**src/rtl/hidden_cpu_driver.sv**
```systemverilog
// hidden_cpu_driver: loads a small program, resets the HiddenCPU, streams the words and captures its output bus.
// Optional build macro DRIVER_LOOP_EN adds a stop input and continuous looped streaming.
module hidden_cpu_driver #(
  parameter int PROG_DEPTH = 16,
  parameter int CAP_DEPTH  = 8,
  parameter int RST_CYCLES = 2
) (
  input  logic                        clk,
  input  logic                        rst,
  input  logic                        load_valid,
  input  logic [5:0]                  load_data,
  output logic                        load_ready,
  input  logic [$clog2(PROG_DEPTH):0] prog_len,
  input  logic                        start,
`ifdef DRIVER_LOOP_EN
  input  logic                        stop,
`endif
  output logic                        busy,
  output logic                        done,
  output logic                        overflow,
  output logic [5:0]                  instr_out,
  output logic                        cpu_rst,
  input  logic [7:0]                  cpu_out,
  output logic                        cap_valid,
  output logic [7:0]                  cap_data,
  input  logic                        cap_ready
);

  localparam int AW = $clog2(PROG_DEPTH);
  localparam int LW = AW + 1;
  localparam int CW = $clog2(CAP_DEPTH);
  localparam int FW = CW + 1;
  localparam int RW = (RST_CYCLES > 1) ? $clog2(RST_CYCLES) : 1;

  typedef enum logic [1:0] {
    IDLE   = 2'd0,
    CPURST = 2'd1,
    RUN    = 2'd2
  } state_t;

  state_t        state;
  logic [5:0]    mem [PROG_DEPTH];
  logic [AW-1:0] wptr;
  logic [AW-1:0] pc;
  logic [AW:0]   len;
  logic [RW-1:0] rcnt;
  logic          cap_en;
  logic [7:0]    fifo [CAP_DEPTH];
  logic [CW-1:0] frd;
  logic [CW-1:0] fwr;
  logic [FW-1:0] fcnt;

  logic          wr_en;
  logic          last_word;
  logic          last;
  logic [AW-1:0] pc_nxt;
  logic [AW:0]   len_clamped;
  logic          pop;
  logic          full;
  logic          push;
  logic [FW-1:0] fcnt_nxt;
  logic [CW-1:0] frd_inc;

  // Next-state helpers for the sequencer and the capture FIFO.
  always_comb begin
    len_clamped = (prog_len > LW'(PROG_DEPTH)) ? LW'(PROG_DEPTH) : prog_len;
    last_word   = ({1'b0, pc} == (len - LW'(1)));
`ifdef DRIVER_LOOP_EN
    last        = stop;
    pc_nxt      = last_word ? '0 : pc + AW'(1);
`else
    last        = last_word;
    pc_nxt      = pc + AW'(1);
`endif
    wr_en       = (state == IDLE) && load_valid && !start && !rst;
    pop         = cap_valid && cap_ready;
    full        = (fcnt == FW'(CAP_DEPTH));
    // A full FIFO still accepts a sample when the head leaves on the same edge.
    push        = cap_en && (!full || pop);
    fcnt_nxt    = fcnt + FW'(push) - FW'(pop);
    frd_inc     = frd + CW'(1);
  end

  // Storage arrays; program memory deliberately survives reset.
  always_ff @(posedge clk) begin
    if (wr_en) mem[wptr] <= load_data;
    if (push && !rst) fifo[fwr] <= cpu_out;
  end

  // Sequencer: IDLE -> CPURST -> RUN -> IDLE with registered pin outputs.
  always_ff @(posedge clk) begin
    if (rst) begin
      state      <= IDLE;
      wptr       <= '0;
      pc         <= '0;
      len        <= '0;
      rcnt       <= '0;
      instr_out  <= 6'd0;
      cpu_rst    <= 1'b1;
      busy       <= 1'b0;
      done       <= 1'b0;
      load_ready <= 1'b1;
    end else begin
      done <= 1'b0;
      case (state)
        IDLE: begin
          cpu_rst    <= 1'b1;
          instr_out  <= 6'd0;
          busy       <= 1'b0;
          load_ready <= 1'b1;
          if (start) begin
            wptr <= '0;
            if (prog_len == '0) begin
              done <= 1'b1;
            end else begin
              len        <= len_clamped;
              pc         <= '0;
              rcnt       <= '0;
              instr_out  <= mem[0];
              busy       <= 1'b1;
              load_ready <= 1'b0;
              state      <= CPURST;
            end
          end else if (load_valid) begin
            wptr <= wptr + AW'(1);
          end
        end
        CPURST: begin
          if (rcnt == RW'(RST_CYCLES - 1)) begin
            cpu_rst <= 1'b0;
            state   <= RUN;
          end else begin
            rcnt <= rcnt + RW'(1);
          end
        end
        RUN: begin
          if (last) begin
            instr_out  <= 6'd0;
            cpu_rst    <= 1'b1;
            busy       <= 1'b0;
            load_ready <= 1'b1;
            done       <= 1'b1;
            state      <= IDLE;
          end else begin
            pc        <= pc_nxt;
            instr_out <= mem[pc_nxt];
          end
        end
        default: begin
          state      <= IDLE;
          cpu_rst    <= 1'b1;
          instr_out  <= 6'd0;
          busy       <= 1'b0;
          load_ready <= 1'b1;
        end
      endcase
    end
  end

  // Capture FIFO control; the head is kept in a register so cap_data is glitch-free.
  always_ff @(posedge clk) begin
    if (rst) begin
      cap_en    <= 1'b0;
      frd       <= '0;
      fwr       <= '0;
      fcnt      <= '0;
      cap_valid <= 1'b0;
      cap_data  <= 8'h00;
      overflow  <= 1'b0;
    end else begin
      cap_en    <= (state == RUN);
      if (push) fwr <= fwr + CW'(1);
      if (pop) frd <= frd_inc;
      fcnt      <= fcnt_nxt;
      cap_valid <= (fcnt_nxt != '0);
      if (fcnt_nxt == '0) cap_data <= 8'h00;
      else if (pop) cap_data <= (fcnt == FW'(1)) ? cpu_out : fifo[frd_inc];
      else if (fcnt == '0) cap_data <= cpu_out;
      if (cap_en && full && !pop) overflow <= 1'b1;
      else if ((state == IDLE) && start) overflow <= 1'b0;
    end
  end

endmodule

```
**config.mk**
```make
export PLATFORM = sky130hd
export DESIGN_NAME = hidden_cpu_driver
export DESIGN_NICKNAME = d
export VERILOG_FILES = /design/src/rtl/hidden_cpu_driver.sv
export SDC_FILE = /design/constraint.sdc
export NUM_CORES = 1
export LEC_CHECK = 0
export ABC_AREA = 1
export BUFFER_PORTS_ARGS = -buffer_cell sky130_fd_sc_hd__buf_4
export CAP_MARGIN = 10
export CORE_ASPECT_RATIO = 1.25
export CORE_UTILIZATION = 25
export DETAILED_ROUTE_END_ITERATION = 7
export RECOVER_POWER = 50
export SLEW_MARGIN = 20
export SYNTH_ARGS = -nofsm -noshare
export SYNTH_HDL_FRONTEND = slang
export SYNTH_SLANG_ARGS = --single-unit
```
**constraint.sdc**
```tcl
create_clock -name clk -period 2.4 [get_ports clk]
set_input_delay 0.24 -clock clk [delete_from_list [all_inputs] [get_ports clk]]
set_output_delay 0.24 -clock clk [all_outputs]
set_load 0.005 [all_outputs]
```
==> summary.txt <==
Run status
  • Outcome: finished, final reports clean

Timing
  • Final hold viol count: 0
  • Final setup TNS: 0 ps
  • Final Max Slew Viols: 0
  • Layout Skew: 28.3 ps
  • Endpoints failing setup: 0
  • Max Clk Rate: 0.446 GHz
  • Min Clock Period, post-route: 2240 ps
  • Least-Margin Pin Slew: 1080 ps
  • Slew headroom: 28.2%
  • Final period utilization: 93.3%

Yosys
  • Commonest cells post-synth: 193 x nand2_1, 160 x edfxtp_1, 107 x nand3_1, 107 x nor2_1, 49 x inv_1
  • Share of the synthesized area in the top cell type: 54.8%
  • Syn Inst Count: 847
  • Synth Flop Type: edfxtp_1
  • Most numerous cell in the Yosys netlist: nand2_1
  • Flops & latches, synth: 207
  • Post-Synthesis Cell Area: 0.00877 mm^2
  • Post-synth top area cell: edfxtp_1
  • EDFF count, synth: 160
  • YS warnings: 0
  • Synth top area cells: edfxtp_1 55%, dfxtp_1 11%, nand2_1 8.3%
  • Syn_area_per_cell: 10.4 um^2
  • Asr flop ratio synth: 0%
  • Sequential-to-total area share from yosys stat: 65.5%
  • Syn_nets: 885
  • Synth cell types: 32

Global route
  • Initial antenna violation count: 0
  • Largest net degree at the start of global routing: 35
  • First-pass GRT wire length: 33.3 mm
  • Met3 Resource Use GR: 1.91%
  • GRT Total Usage: 11.9%
  • M2 GR Usage: 21.2%
  • Vias in the first global route: 6,196
  • Busiest grt layer: met2
  • Grt met1 use: 14.0%
  • GRT overflow: 0

Routing
  • Final wirelength: 20.9 mm
  • Starting DRT DRC Count: 440
  • Pre-Repair DR Iteration Count: 5
  • Vias post-DR: 6,218
  • WL/cell: 14.9 um
  • Vias/cell: 4.43
  • DRC violations left: 0
  • ANT nets after route: 0

Cells and area
  • Area grow syn2layout: 20.0%
  • ANT cells: 0
  • Layout cell share with drive strength beyond 1: 11.5%
  • Fin cells: 1,404
  • Final nets: 958

Setup path
  • Critical Path Source: fcnt[2]
  • Crit path DAT: 2660 ps
  • Critical path data required time: 2820 ps
  • Worst Setup End Kind: flip-flop
  • Max FO, Critical Path: 5
  • Critical path class: reg2reg
  • CP Launch Type: flip-flop
  • Worst R2R Start: fcnt[2]

Floorplan
  • Row Count: 76
  • # IOs: 44
  • Initial Util: 25.4%
  • Die X: 170 um
  • Core ar.: 0.0345 mm^2
  • Die area: 0.0359 mm^2
  • Die extent in y: 211 um

Pwr
  • Leakage: 0.00386 uW
  • Power Dens Cells: 880 mW/mm^2
  • Max VDD drop: 0.393 mV

Clock network
  • Longest Clk Path Bufs: 3
  • Reg clk slew, reported paths: 70 ps
  • CTS tree: done
  • Clk_lat worst skew: 530 ps
  • CTS H-tree depth: 1
  • Cts bufs inserted: 22
  • CTS Root Buffer Type: clkbuf_16
  • TritonCTS Sinks: 207

Placed design
  • Number of cells after detailed placement: 1,350
  • I/O Buffers: 43
  • Routability congestion estimate: 0.856
  • Post-DP HPWL: 13.7 mm

Min path
  • Min-Delay Path Class: in2reg
  • Min-Delay Startpoint: prog_len[1]

Run
  • # Max-Cap Violations: 0
## final timing paths
kind	slack, ps	end	cells past startpoint
worst min-delay path	50	len[1]	3
worst max register to register	160	cap_data[0]	14
worst max-delay path	160	cap_data[0]	14
worst min register to register	450	instr_out[4]	2
## logic make-up after synthesis
group / count (synthesis) / synth area share, %
buffers and inverters: 86 / 4.32
and+or+nand+nor: 431 / 20.7
adders and majority gates: 14 / 2.08
AOI/OAI and AO/OA: 100 / 6.45
xor gates and xnor gates: 9 / 0.984
DFF: 207 / 65.5
## timing repair
item	4_1_cts	5_1_grt
hold buffers	11	0
endpoints found under the hold margin	68	0
resized for setup	0	22
endpoints found under the setup margin	0	9
buffers inserted	0	2
## stage by stage
step                hold WS, ps  util (%)  setup slack, ps  power, uW  cell area [um^2]
detailed placement          447      28.1             63.6       5840              9690
finish                     49.1      30.5              160       9260             10500
global placement            447      28.1              128       5800              9690
global route               50.2      30.5            -11.6       9730             10500
CTS                        29.5      30.5             49.2       9250             10500
floorplan                   318         -              282       5290              8770
## report_power, final
group | switching, uW | internal (uW)
Clock | 1410 | 1980
Combinational | 1100 | 677
Sequential | 95.6 | 4010
## sequential cells by signal (all words and copies together), names as in the netlist, 2 cells and up
name,flops
fcnt,4
fifo,64
pc,4
cap_data,8
fwr,3
frd,3
wptr,4
state,2
len,5
instr_out,6
mem,96
## critical path: stages, from the launching register on
cell and delay [ps]:
dfxtp_2 340, inv_4 40, ha_4 150, nand3_1 70, and2_4 140, nand2_2 40, nand2_1 60, ha_2 190
inv_2 40, fa_2 550, nor2_4 50, nor2_4 100, nand3b_1 180, o21ai_0 140, nor2_1 60
## layout make-up
type,instances,area [um^2]
clock buffers,28,593
clock inverters,12,129
fillers,3485,24000
inverters,52,198
multi-input cells,555,2700
flip-flops and latches,207,5750
well taps,468,586
repair buffers,82,572
## layer usage
layer	vias up	wire length, um
li1	3063	-
met1	2987	8730
met2	129	10700
met3	39	787
met4	0	686
met5	-	0
## cells in the final DEF (no fill, tap or decap), types with 3 or more instances in the layout
cell type / instances
nand2_1: 192
edfxtp_1: 160
nand3_1: 107
nor2_1: 103
inv_1: 48
dfxtp_1: 45
o21ai_0: 34
buf_4: 34
clkbuf_1: 23
a21oi_1: 22
clkbuf_16: 22
clkbuf_4: 18
o21ai_1: 15
nand4_1: 11
ha_1: 11
dlygate4sd3_1: 11
o211ai_1: 8
o21bai_1: 8
o22ai_1: 8
xor2_1: 6
nor2_2: 4
nand2_2: 4
nor3_1: 4
a211oi_1: 4
clkinv_2: 4
inv_2: 3
nand3b_1: 3
Power figures use the tool's default switching activity.
